File: src/rtl/riscv_pkg.sv
// Shared types and constants for the fetch stage.
package riscv_pkg;

  localparam int unsigned XLEN = 64;
  localparam int unsigned ILEN = 32;

  localparam logic [XLEN-1:0] RESET_PC_DEFAULT = '0;

  typedef enum logic {
    RUN,
    FAULT
  } fetch_state_t;

  typedef struct packed {
    logic [XLEN-1:0] pc;
    logic [ILEN-1:0] instr;
  } fetch_entry_t;

  // Instruction addresses must be word aligned.
  function automatic logic is_aligned(input logic [XLEN-1:0] addr);
    return addr[1:0] == 2'b00;
  endfunction

endpackage

File: src/rtl/fetch_fifo.sv
// Small synchronous FIFO of {pc, instruction} entries; flush beats push.
module fetch_fifo
  import riscv_pkg::*;
#(
  parameter int unsigned DEPTH = 2
) (
  input  logic         clk,
  input  logic         reset_n,
  input  logic         push,
  input  logic         pop,
  input  logic         flush,
  input  fetch_entry_t din,
  output fetch_entry_t head,
  output logic         full,
  output logic         empty
);

  localparam int unsigned AW = $clog2(DEPTH);

  fetch_entry_t    mem [DEPTH];
  logic [AW:0]     wr_ptr;
  logic [AW:0]     rd_ptr;

  // Pointers carry an extra wrap bit so full and empty are distinguishable.
  assign empty = (wr_ptr == rd_ptr);
  assign full  = (wr_ptr[AW] != rd_ptr[AW]) && (wr_ptr[AW-1:0] == rd_ptr[AW-1:0]);

  // Head is read straight out of registered storage, zeroed when empty.
  assign head = empty ? '0 : mem[rd_ptr[AW-1:0]];

  // Storage and pointer update; flush discards everything including a same-cycle push.
  always_ff @(posedge clk or negedge reset_n) begin
    if (!reset_n) begin
      wr_ptr <= '0;
      rd_ptr <= '0;
      for (int unsigned i = 0; i < DEPTH; i++) begin
        mem[i] <= '0;
      end
    end else if (flush) begin
      wr_ptr <= '0;
      rd_ptr <= '0;
    end else begin
      if (push) begin
        mem[wr_ptr[AW-1:0]] <= din;
        wr_ptr              <= wr_ptr + 1'b1;
      end
      if (pop && !empty) begin
        rd_ptr <= rd_ptr + 1'b1;
      end
    end
  end

endmodule

File: src/rtl/fetch_unit.sv
// Instruction fetch: PC register, fetch queue, redirect handling and fault/done status.
module fetch_unit
  import riscv_pkg::*;
#(
  parameter logic [XLEN-1:0] RESET_PC   = RESET_PC_DEFAULT,
  parameter int unsigned     IMEM_BYTES = 88,
  parameter int unsigned     DEPTH      = 2
) (
  input  logic            clk,
  input  logic            reset_n,
  output logic [XLEN-1:0] inst_address,
  input  logic [ILEN-1:0] instruction,
  input  logic            redirect_valid,
  input  logic [XLEN-1:0] redirect_pc,
  output logic            out_valid,
  input  logic            out_ready,
  output logic [XLEN-1:0] out_pc,
  output logic [ILEN-1:0] out_instr,
  output logic            done,
  output logic            fault
);

  fetch_state_t    state, state_next;
  logic [XLEN-1:0] pc, pc_next;
  logic            push, pop, flush;
  logic            q_full, q_empty;
  logic            in_range;
  fetch_entry_t    push_entry;
  fetch_entry_t    head;

  assign inst_address = pc;
  assign in_range     = pc < XLEN'(IMEM_BYTES);
  assign push_entry   = '{pc: pc, instr: instruction};
  assign pop          = out_valid && out_ready;

  assign out_valid = !q_empty;
  assign out_pc    = head.pc;
  assign out_instr = head.instr;
  assign done      = !in_range && q_empty;
  assign fault     = (state == FAULT);

  fetch_fifo #(
    .DEPTH(DEPTH)
  ) u_fifo (
    .clk    (clk),
    .reset_n(reset_n),
    .push   (push),
    .pop    (pop),
    .flush  (flush),
    .din    (push_entry),
    .head   (head),
    .full   (q_full),
    .empty  (q_empty)
  );

  // State and PC registers.
  always_ff @(posedge clk or negedge reset_n) begin
    if (!reset_n) begin
      state <= RUN;
      pc    <= RESET_PC;
    end else begin
      state <= state_next;
      pc    <= pc_next;
    end
  end

  // Redirect beats fetch; a misaligned target flushes and parks the unit in FAULT
  // with the PC left where it was.
  always_comb begin
    state_next = state;
    pc_next    = pc;
    push       = 1'b0;
    flush      = 1'b0;
    case (state)
      RUN: begin
        if (redirect_valid) begin
          flush = 1'b1;
          if (is_aligned(redirect_pc)) begin
            pc_next = redirect_pc;
          end else begin
            state_next = FAULT;
          end
        end else if (in_range && (!q_full || pop)) begin
          push    = 1'b1;
          pc_next = pc + XLEN'(4);
        end
      end
      FAULT: begin
        state_next = FAULT;
      end
      default: begin
        state_next = FAULT;
      end
    endcase
  end

endmodule
File: config.mk
export PLATFORM = sky130hd
export DESIGN_NAME = fetch_unit
export DESIGN_NICKNAME = d
export VERILOG_FILES = /design/src/rtl/riscv_pkg.sv /design/src/rtl/fetch_fifo.sv /design/src/rtl/fetch_unit.sv
export SDC_FILE = /design/constraint.sdc
export NUM_CORES = 1
export LEC_CHECK = 0
export ABC_AREA = 1
export BUFFER_PORTS_ARGS = -buffer_cell sky130_fd_sc_hd__buf_2
export CORE_MARGIN = 2
export CORE_UTILIZATION = 30
export CTS_CLUSTER_SIZE = 24
export DETAILED_ROUTE_END_ITERATION = 10
export GPL_TIMING_DRIVEN = 0
export REMOVE_ABC_BUFFERS = 1
export SKIP_CTS_REPAIR_TIMING = 1
export SYNTH_ARGS = -nofsm -noshare
export SYNTH_HDL_FRONTEND = slang
export SYNTH_SLANG_ARGS = --single-unit
File: constraint.sdc
create_clock -name clk -period 1.67 [get_ports clk]
set_input_delay 0.0835 -clock clk [delete_from_list [all_inputs] [get_ports clk]]
set_output_delay 0.0835 -clock clk [all_outputs]
set_load 0.01 [all_outputs]
### After elaboration in Yosys (flattened, before gate mapping)

Cells that the tools add are included.

* $add $sub $neg: 3
* $lt $le $gt $ge: 4
* equal/unequal tests: 4
* mux-type cells: 22
* bitwise logic cells: 4
* reduce and logical (&&, ||, !) cells: 16

Operator list (count)
* $mux W96: 5
* $bwmux W192: 1
* $mux W64: 3
* $demux W96 S1: 1
* $add A64 B3 Y64 const B: 1
* $lt A64 B7 Y1 const B: 1
* $mux W2: 4
* $mux W1: 7
* $logic_and A1 B1 Y1: 6
* $reduce_bool A2 Y1: 3
* $add A2 B1 Y2 const B: 2
* $ge A2 B2 Y1 const B: 2
* $not A1 Y2: 2
* $logic_not A1 Y1: 3
* $reduce_and A3 Y1: 1
* $eq A2 B2 Y1: 1
* $logic_not A2 Y1: 1
* $lt A2 B1 Y1 const B: 1
* $ne A2 B1 Y1 const B: 1
* $not A1 Y1: 2
* $pmux W1 S2: 1
* $reduce_and A2 Y1: 1
* $eq A1 B1 Y1: 1
* $logic_or A1 B1 Y1: 1
* $ne A1 B1 Y1: 1

* register bits: 261
* input bits: 100
* output and inout bits: 163
* logic and storage cells: 61

### Longest topological paths before layout

* depth in word-level cells: 10
* depth in mapped cells: 13
* depth with buffers taken out: 12

### Hierarchy

From an unflattened synthesis, not the netlist that was laid out.

* cells, all modules: 1915
* area, all modules: 13756.9 um2

Modules (own cells, without submodules)
* fetch_fifo: times used 1, cells an instance 1067, area an instance 8754.6 um2, sequential area each 4904.7 um2
* fetch_unit: times used 1, cells an instance 848, area an instance 5002.3 um2, sequential area each 1626.6 um2

### Worst setup path before layout

No wires, ideal clock.

* path kind: register to register
* start point: register pc[3] (netlist: inst_address[3])
* end point: register pc[34] (netlist: inst_address[34])
* library setup time: 0.117 ns
* arrival: 1.750 ns
* required time: 1.553 ns
* slack: -0.197 ns
* stages on the path, launching flop included: 12
* buffers on the path: 0
* period minus slack after synthesis: 1.867 ns
* path through: dfrtp_1 > ha_1 > nand3_1 > inv_1 > nand2_1 > nor2_1 > nand2_1 > xnor2_1 > nand2_1 > nand2_1 > nand2_1 > nand2_1

* longest elaborated chain between the ends: 4
* elaborated cells on any way between the ends: 7
* classes of those cells: add/sub: 1; order compare: 1; mux: 2; reduce/logical: 3

Ends and longest elaborated chain
* start, declared: line fetch_unit.sv:24 `logic [XLEN-1:0] pc, pc_next;`
* start signal, assigned: line fetch_unit.sv:63 `pc <= pc_next;`
* $lt A64 B7 Y1: line fetch_unit.sv:32 `assign in_range = pc < XLEN'(IMEM_BYTES);`
* $logic_and A1 B1 Y1: line fetch_unit.sv:83 `end else if (in_range && (!q_full || pop)) begin`
* $reduce_bool A2 Y1 (no source line)
* $reduce_and A3 Y1 (no source line)

Several ways; a longest one is shown, not always the timed one. The select of a mux whose other input is x is not followed.
A chain may end at the register's enable or synchronous reset.

### Worst setup path after layout

* start point: register pc[34] (netlist: inst_address[34])
* end point: register u_fifo.mem[183] (netlist bit)

* longest elaborated chain between the ends: 6

Ends and longest elaborated chain
* $lt A64 B7 Y1: line fetch_unit.sv:32
* $logic_and A1 B1 Y1: line fetch_unit.sv:83
* $mux W1: line fetch_unit.sv:83
* $mux W1: line fetch_unit.sv:76 `if (redirect_valid) begin`
* $mux W1: line fetch_unit.sv:74 `case (state)`
* $reduce_and A2 Y1 (no source line)
* end signal, assigned by index: line fetch_fifo.sv:44 `mem[wr_ptr[AW-1:0]] <= din;`
* end, declared: line fetch_fifo.sv:20 `fetch_entry_t mem [DEPTH];`

No other way between the ends.

==> metrics.csv <==
stage;metric;value;unit
sta;period_needed;2.227;ns
routing;dr.first_iter.drc_count;1185;
pwr;powerDensity;1117;nW/um^2
pwr;p_clk_frac;0.340;
floorplanning;fp.coreArea;45480;um^2
sta;final_max_slew_viol_count;0;
logic_synthesis;async_flop_share;1.000;
logic_synthesis;ys.flop_type;dfrtp_1;
pwr;p_leak;0.01012;uW
pwr;p_sw;8137;uW
logic_synthesis;synth_edf_count;0;
cells_and_area;drive_above_1_share;0.2395;
clock_tree;h-tree-depth;2;
clock_tree;cts-buffers-inserted;34;
sta;fmax;449.1;MHz
sta;timing.final.ws_setup;-0.5568;ns
floorplanning;die_width;219.0;um
pwr;seqPwrFrac;0.323;
place;postPlaceCellArea;15850;um^2
routing;routedWlPerCell;17.79;um
clock_tree;cts_tree;yes;
critical_path;cp-start-kind;flop;
status;outcome;finished with violations;
sta;hold_violations;4;
sta;setup_viol;355;
global_routing;grt-ovfl-total;0;
global_routing;track_usage;0.1933;
sta;rsz0062_at_grt;true;
floorplanning;dieArea;47950;um^2
critical_path;crit_required;2.10;ns
routing;wirelength;54430;um
clock_tree;cts.sinks;261;
critical_path;path_max_fanout;17;
logic_synthesis;syn-cell-area;13860;um^2
cells_and_area;nets;2537;
cells_and_area;post-route-util;0.4320;
logic_synthesis;yosysMostFrequentCell;nand2_1;
cells_and_area;areaGrowthSynthToFinish;41.71;%
place;gp_congestion;1.000;
sta;fin_skew;0.01964;ns
sta;whs;-0.04757;ns
global_routing;grt_max_degree;98;
logic_synthesis;syn-mean-instance-area;6.820;um^2
global_routing;grt_pass1_vias;12970;
worst_hold_path;hp-class;in -> reg;
routing;drtAntennaViolNets;0;
logic_synthesis;yosysSeqAreaShare;0.4711;
logic_synthesis;yosysTopAreaCell;dfrtp_1;
critical_path;path_class;reg -> reg;
job;cap_viol_max_count;0;
cells_and_area;nFillCells;4592;
pwr;ir_worst_vdd;724.3;uV
floorplanning;die_h;219.0;um
sta;finalCritPeriodShare;1.333;
critical_path;arrival;2.65;ns
logic_synthesis;synth_cells;2033;
routing;firstDrtPassIters;6;
floorplanning;ios;263;
routing;vias;14650;
pwr;combPwrFrac;0.338;
worst_hold_path;holdPathStages;5;
critical_path;end_kind;flop;
clock_tree;cts-root-buf;clkbuf_16;
logic_synthesis;ys_top_cells_by_count;nand2_1, nor2_1, dfrtp_1;
logic_synthesis;yosysWarnings;0;
sta;slew-limit-headroom;0.5541;
routing;viasPerCell;4.786;
logic_synthesis;synth_area_leaders;dfrtp_1, nand2_1, nor2_1, inv_1, nand3_1;
cells_and_area;final_area;19650;um^2
clock_tree;cts.path.max_buffers;3;
place;io_buffers;262;
global_routing;grt_pass1_wl;72100;um
logic_synthesis;ys_ff_latch;261;
logic_synthesis;ys_types;28;
pwr;fin_total_pwr;21940;uW
clock_tree;clk_pin_slew;0.06;ns
sta;worstMarginPinSlew;0.6682;ns
pwr;switching_share;0.3708;
status;violations;negative hold slack, negative setup slack;
pwr;internal-power;13810;uW
floorplanning;start_util;0.3049;
routing;drc;0;
place;hpwl;33080;um
floorplanning;rows;78;
critical_path;reg2regPathDepth;11;
clock_tree;clkLatencyLatePin;0.55;ns
logic_synthesis;synth_top_area_frac;0.4711;
global_routing;antenna_found_initial;0;
place;place_ws;-3.189;ns
==> sequential cells by signal, indices dropped and copies added (netlist names) <==
name           flops
fault              1
inst_address      64
u_fifo.mem       192
u_fifo.rd_ptr      2
u_fifo.wr_ptr      2
==> metal layers <==
layer,GRT usage,part of all wire
met5,0,0
met2,0.3063,0.46
met3,0.04103,0.080
met4,0.08063,0.039
met1,0.2558,0.42
==> critical path, stage by stage (launching register included) <==
cell,delay (ns)
dfrtp_2,0.44
nor2_2,0.13
nand3_2,0.12
nor2_4,0.17
nand2_2,0.09
nor2_4,0.20
nand4_4,0.16
buf_12,0.18
nor2_4,0.16
buf_8,0.18
clkbuf_16,0.20
nor2_1,0.06
==> worst paths after layout <==
check                      slack [ns]              from                to
max                             -0.56  inst_address[34]   u_fifo.mem[183]
min                             -0.05   redirect_pc[15]  inst_address[15]
max reg2reg                     -0.56  inst_address[34]   u_fifo.mem[183]
min reg2reg                      0.47    u_fifo.mem[38]    u_fifo.mem[38]
max in group asynchronous        0.55           reset_n  u_fifo.rd_ptr[0]
min in group asynchronous        0.15           reset_n   u_fifo.mem[160]
==> stage by stage <==
step	cells	TNS, ns
2_1_floorplan	1939	-1285.76
3_3_place_gp	2801	-3651.06
3_5_place_dp	2814	-629.88
4_1_cts	2873	-655.93
5_1_grt	3059	-192.44
6_report	3060	-162.26
==> layout make-up <==
| cell class | instances | area [um^2] | area share |
|---|---|---|---|
| Multi-Input combinational cell | 1453 | 6634 | 0.3376 |
| Sequential cell | 261 | 6583 | 0.3350 |
| Timing Repair Buffer | 451 | 3586 | 0.1825 |
| Clock buffer | 48 | 994.7 | 0.05063 |
| Inverter | 233 | 917.1 | 0.04668 |
| Tap cell | 600 | 750.7 | 0.03821 |
| Clock inverter | 11 | 133.9 | 0.006814 |
| Timing Repair inverter | 2 | 46.29 | 0.002356 |
| Antenna cell | 1 | 2.502 | 0.0001274 |
==> cell families (layout without fill, tap and decap cells) <==
family,Yosys count,after routing,synth area share
adder cells (fa/ha/maj),1,1,0.0009023
AND/OR/NAND/NOR,1265,1273,0.3647
other,0,1,0
flip-flops,261,261,0.4711
AO/OA/AOI/OAI,165,165,0.06128
buffers and inverters,327,745,0.09322
XOR/XNOR,14,14,0.008844
==> cell usage in the layout, fill, tap and decap left out, types with 6 or more instances in the layout <==
master,instances
nand2_4,10
nand4_1,12
nand3_1,131
nand2_2,21
xnor2_1,7
a21oi_1,103
buf_12,14
or2_2,24
nor2_1,378
clkbuf_1,6
dlygate4sd3_1,94
clkbuf_8,7
nand2_1,628
inv_1,219
buf_2,258
clkbuf_16,49
dfrtp_1,222
dfrtp_2,38
buf_4,58
xor2_1,6
nor2_2,21
nor2_4,22
buf_16,8
a21oi_2,7
nand2_8,6
nor3_1,8
inv_2,9
o21ai_0,43
==> power by group through the flow <==
stage / registers (uW) / clock network [uW] / logic [uW]
floorplan: 7290 / 0 / 2430
global placement: 7360 / 0 / 3600
detailed placement: 7350 / 0 / 5880
CTS: 7240 / 7670 / 5910
global route: 7100 / 7880 / 8100
finish: 7080 / 7450 / 7410
Note: power is estimated with default switching activity, not from simulation.
